`src/rtl/mips_rf_pkg.sv`:
```
// mips_rf_pkg: shared widths, the hardwired-zero register index and register file defaults
package mips_rf_pkg;
  localparam int RF_ADDR_W = 5;
  localparam int RF_DATA_W = 32;
  localparam logic [RF_ADDR_W-1:0] REG_ZERO = 5'd0;
  localparam int DEF_ZERO_REG = 1;
  localparam int DEF_BYPASS = 1;
  localparam int DEF_REG_OUT = 0;
endpackage

```
`src/rtl/rf_scoreboard.sv`:
```
// rf_scoreboard: per-register pending-write bits with flush/clear/set priority and a registered popcount
module rf_scoreboard
  import mips_rf_pkg::*;
#(
  parameter int ADDR_W = RF_ADDR_W,
  parameter int ZERO_REG = DEF_ZERO_REG
) (
  input  logic              clk,
  input  logic              reset,
  input  logic              flush,
  input  logic              clr,
  input  logic [ADDR_W-1:0] clr_addr,
  input  logic              set,
  input  logic [ADDR_W-1:0] set_addr,
  input  logic [ADDR_W-1:0] addr_1,
  input  logic [ADDR_W-1:0] addr_2,
  output logic              busy_1,
  output logic              busy_2,
  output logic [ADDR_W:0]   count
);
  localparam int DEPTH = 1 << ADDR_W;
  logic [DEPTH-1:0] pending, pending_nxt;
  logic [ADDR_W:0] count_nxt;
  // set is applied after clear so a same-cycle new producer stays pending; flush overrides both
  always_comb begin
    pending_nxt = pending;
    if (clr) pending_nxt[clr_addr] = 1'b0;
    if (set && !(ZERO_REG != 0 && set_addr == ADDR_W'(REG_ZERO))) pending_nxt[set_addr] = 1'b1;
    if (flush) pending_nxt = '0;
  end
  always_comb begin
    count_nxt = '0;
    for (int i = 0; i < DEPTH; i++) count_nxt = count_nxt + (ADDR_W+1)'(pending_nxt[i]);
  end
  always_ff @(posedge clk or negedge reset) begin
    if (!reset) begin
      pending <= '0;
      count <= '0;
    end else begin
      pending <= pending_nxt;
      count <= count_nxt;
    end
  end
  assign busy_1 = pending[addr_1];
  assign busy_2 = pending[addr_2];
endmodule

```
`src/rtl/reg_file_scoreboard.sv`:
```
// reg_file_scoreboard: 1W2R register file with optional zero register, bypass, registered reads and RAW scoreboard
module reg_file_scoreboard
  import mips_rf_pkg::*;
#(
  parameter int N = RF_DATA_W,
  parameter int ADDR_W = RF_ADDR_W,
  parameter int ZERO_REG = DEF_ZERO_REG,
  parameter int BYPASS = DEF_BYPASS,
  parameter int REG_OUT = DEF_REG_OUT
) (
  input  logic              clk,
  input  logic              reset,
  input  logic              Reg_Write_i,
  input  logic [ADDR_W-1:0] Write_Register_i,
  input  logic [N-1:0]      Write_Data_i,
  input  logic [ADDR_W-1:0] Read_Register_1_i,
  input  logic [ADDR_W-1:0] Read_Register_2_i,
  output logic [N-1:0]      Read_Data_1_o,
  output logic [N-1:0]      Read_Data_2_o,
  input  logic              Issue_i,
  input  logic [ADDR_W-1:0] Issue_Register_i,
  input  logic              Flush_i,
  output logic              Busy_1_o,
  output logic              Busy_2_o,
  output logic              Hazard_o,
  output logic [ADDR_W:0]   Pending_Count_o
);
  localparam int DEPTH = 1 << ADDR_W;
  localparam logic [ADDR_W-1:0] ZERO = ADDR_W'(REG_ZERO);
  logic [N-1:0] regs [DEPTH];
  logic [N-1:0] rd_1, rd_2;
  logic wr_ok;
  assign wr_ok = Reg_Write_i && !(ZERO_REG != 0 && Write_Register_i == ZERO);
  always_ff @(posedge clk or negedge reset) begin
    if (!reset) begin
      for (int i = 0; i < DEPTH; i++) regs[i] <= '0;
    end else if (wr_ok) begin
      regs[Write_Register_i] <= Write_Data_i;
    end
  end
  // zero-register check comes first so a bypassed write to r0 never leaks through
  assign rd_1 = (ZERO_REG != 0 && Read_Register_1_i == ZERO) ? '0 :
                (BYPASS != 0 && Reg_Write_i && Write_Register_i == Read_Register_1_i) ? Write_Data_i :
                regs[Read_Register_1_i];
  assign rd_2 = (ZERO_REG != 0 && Read_Register_2_i == ZERO) ? '0 :
                (BYPASS != 0 && Reg_Write_i && Write_Register_i == Read_Register_2_i) ? Write_Data_i :
                regs[Read_Register_2_i];
  generate
    if (REG_OUT != 0) begin : g_reg_out
      always_ff @(posedge clk or negedge reset) begin
        if (!reset) begin
          Read_Data_1_o <= '0;
          Read_Data_2_o <= '0;
        end else begin
          Read_Data_1_o <= rd_1;
          Read_Data_2_o <= rd_2;
        end
      end
    end else begin : g_comb_out
      assign Read_Data_1_o = rd_1;
      assign Read_Data_2_o = rd_2;
    end
  endgenerate
  rf_scoreboard #(.ADDR_W(ADDR_W), .ZERO_REG(ZERO_REG)) u_sb (
    .clk      (clk),
    .reset    (reset),
    .flush    (Flush_i),
    .clr      (Reg_Write_i),
    .clr_addr (Write_Register_i),
    .set      (Issue_i),
    .set_addr (Issue_Register_i),
    .addr_1   (Read_Register_1_i),
    .addr_2   (Read_Register_2_i),
    .busy_1   (Busy_1_o),
    .busy_2   (Busy_2_o),
    .count    (Pending_Count_o)
  );
  assign Hazard_o = Busy_1_o | Busy_2_o;
endmodule

```
`config.mk`:
```
export PLATFORM = sky130hd
export DESIGN_NAME = reg_file_scoreboard
export DESIGN_NICKNAME = d
export VERILOG_FILES = /design/src/rtl/mips_rf_pkg.sv /design/src/rtl/rf_scoreboard.sv /design/src/rtl/reg_file_scoreboard.sv
export SDC_FILE = /design/constraint.sdc
export NUM_CORES = 2
export LEC_CHECK = 0
export CORE_MARGIN = 1.5
export CORE_UTILIZATION = 65
export DETAILED_ROUTE_END_ITERATION = 8
export MAX_ROUTING_LAYER = met4
export PLACE_DENSITY = 0.8
export SLEW_MARGIN = 30
export SYNTH_ARGS = -nofsm -noshare
export SYNTH_HDL_FRONTEND = slang
export SYNTH_SLANG_ARGS = --single-unit
```
`constraint.sdc`:
```
create_clock -name clk -period 7.3 [get_ports clk]
set_input_delay 1.095 -clock clk [delete_from_list [all_inputs] [get_ports clk]]
set_output_delay 1.095 -clock clk [all_outputs]
set_load 0.01 [all_outputs]
```
==> impl_results.md <==
- First-pass GRT wire length: about 270 mm
- Total grt overflow: 0
- Final net count: about 4100
- Pre-antenna DRT Iters: 8
- Iteration-0 DRC Markers: 5459
- Synth top cells by count: dfrtp_1 (1062), mux2_2 (1015), mux4_2 (404), clkbuf_1 (244), mux2i_1 (237)
- Hold_buf cts: 0
- Max FO, Critical Path: 10
- Setup crit start kind: primary input
- Worst-Margin Slew: ~1100 ps
- GRT Util Overall: between 40 and 50%
- Row count: between 100 and 150
- Most frequent cell after synthesis: dfrtp_1
- Peak VDD IR: 220 uV
- Tmin final: roughly 6400 ps
- Final ANT Viol Nets: 0
- Mapped cell area: between 50000 and 60000 um^2
- Post-Route WL: 187 mm
- Initial Util: between 60% and 70%
- Port bufs: between 100 and 150
- Clock Tree Root: clkbuf_16
- Fin crit share: roughly 90%
- Clock latency on the worst-skew pair: around 700 ps
- Synth area leaders: dfrtp_1 (46%), mux2_2 (20%), mux4_2 (16%)
- Slew Limit Headroom: 27.8%
- Async SR Flop Fraction: 100%
- Synth Area in Simple Gates: under 10%
- Number of synthesized flops with an enable pin: 0
- DIE AREA: roughly 90000 um^2
- Fin area: approximately 64000 um^2
- Cells after synthesis: between 4000 and 5000
- Fin. Hold Viols: 0
- Yosys reg bits: around 1100
- H-Tree Depth: 3
- Width of the die: around 300 um
- Initial antenna violation count: 9
- Pwr per Cell Area: about 270 nW/um^2
- Post-synth top area share: 46.0%
- Warnings, synthesis: 0
- Mapped Avg Cell Area: between 10 and 15 um^2
- Core region area: between 80000 and 90000 um^2
- Dpl cell area: around 60000 um^2
- Clk sinks: 1062
- Static leakage: ~28 nW
- RePlAce Congestion: 0.926
- Mux share of post-synthesis cell area: between 30% and 40%
- Layout cells sized above 1: around 45%
- Post-Synth Adder-Cell Area: under 10%
- Fmax: ~160 MHz
- Largest family of logic cells by synthesized area: multiplexers
- Slew Limit Fails: 0
- CTS buffer count: roughly 110
- DRC viols: 0
- Fillers: ~5600
- Clock buffer depth: 3
- Syn_nets: ~4200
- Status: finished, final reports clean
- HPWL Detailed: 106 mm
- Tot Pwr: approximately 17 mW
- Post-CTS Repair Setup Buffers: 0
- Largest net degree at the start of global routing: ~130
- Vias in the first global route: around 41000
- Crit Path Class: in2reg
- CTS tree: yes
- Synth Area in Compound Gates: under 10%
- Vias: between 40000 and 50000
- Overall die height: 301 um
- Area Growth Syn to Fin: 10.4%
- TNS Setup: 0 ps
- Yosys cell types: between 60 and 70
- Post-DR wirelength/cell: about 35 um
- Max-Cap Viols: 0
- Final setup viols: 0
- Crit. End Element: flop
- WP data required: around 7900 ps
- HP Class: reg2reg
- Most used DFF post-synth: dfrtp_1
- I/O pin count: 130
- CP arrival: around 7000 ps
- Vias per cell: around 7.6
- RSZ-0062 raised after global routing: false
- Post-Synth XOR/XNOR Area: less than 1%
- Sequential fraction of the synthesis area: between 40% and 50%
- # resized after CTS: 0
- Synth area leader: dfrtp_1
- CTS clk-pin slew, worst paths: around 60 ps
- Worst clock skew: between 20 and 30 ps
-- worst max-delay path, stage by stage --
cell and delay [ps]:
clkdlybuf4s50_1 700, nand2_1 110, nor2_1 230, nand2_2 110, a22oi_1 190, nor2_1 80, ha_1 290, inv_1 50
fa_1 480, inv_1 60, fa_1 450, fa_1 510, fa_1 430, fa_1 500, inv_1 50, fa_1 510
fa_1 170, inv_1 60, fa_1 450, a21o_1 190, a21oi_1 170, xnor2_1 130
-- cell usage in the layout (no fill, tap or decap), types with 36 or more instances in the layout --
cell	count
a211oi_1	54
a21oi_1	64
a221oi_1	36
a22o_1	64
a22oi_1	49
buf_4	139
clkbuf_16	113
clkdlybuf4s50_1	111
dfrtp_1	1062
inv_1	48
mux2_2	1015
mux2i_1	237
mux4_2	404
nand2_1	54
nor2_1	45
o21ai_0	44
o22ai_1	86
-- sequential cells by signal, summed over array words and instances (netlist names) --
| name | flops |
|---|---|
| regs | 1024 |
| u_sb.pending | 32 |
| u_sb.count | 6 |
-- metal layers --
layer	track usage, %	vias up	share of wire (%)
met1	56.4	20900	37
li1	-	15600	-
met2	61.1	2867	45
met3	13.3	700	13
met4	22.6	0	5.8
met5	-	-	0
-- cells by family after synthesis --
kind of cell | after synthesis
flops | 1062
buf+inv | 504
compound gates | 510
simple gates | 283
xor+xnor | 13
fa+ha+maj | 32
mux | 1673
-- area by class of cell --
| cell class | count | area [um^2] | share of cell area (%) |
|---|---|---|---|
| inverter | 48 | 180 | 0.282 |
| tap | 1165 | 1460 | 2.28 |
| timing repair buffer | 286 | 2670 | 4.18 |
| antenna | 8 | 20.0 | 0.0314 |
| clock buffer | 165 | 3270 | 5.13 |
| sequential | 1062 | 26600 | 41.6 |
| multi-input combinational | 2511 | 29100 | 45.7 |
| clock inverter | 43 | 494 | 0.774 |
-- report_power, final --
part	switching (mW)	leakage (nW)	total, mW	internal [mW]
sequential	0.826	13.7	7.80	6.97
combinational	1.50	12.4	3.55	2.05
clock	2.48	1.84	5.87	3.39
-- final timing paths --
| check | cells past startpoint | endpoint | slack [ps] | startpoint |
|---|---|---|---|---|
| min reg2reg | 0 | regs[1002] | 400 | regs[1002] |
| max reg2reg | 18 | u_sb.count[4] | 2010 | u_sb.pending[1] |
| max in group asynchronous | 3 | regs[1012] | 5120 | reset |
| min in group asynchronous | 1 | regs[796] | 430 | reset |
| min | 0 | regs[1002] | 400 | regs[1002] |
| max | 22 | u_sb.count[4] | 860 | Reg_Write_i |
-- stage by stage --
step           utilization (%)  std cells  hold slack, ps  setup WS (ps)
5_1_grt                   72.3       5287             411            591
3_5_place_dp              68.0       5071             387            224
3_3_place_gp              68.0       5071             377            318
4_1_cts                   72.3       5279             401            937
2_1_floorplan                -       4077             441            625
6_report                  72.3       5288             403            860
(Power assumes the default switching activity.)
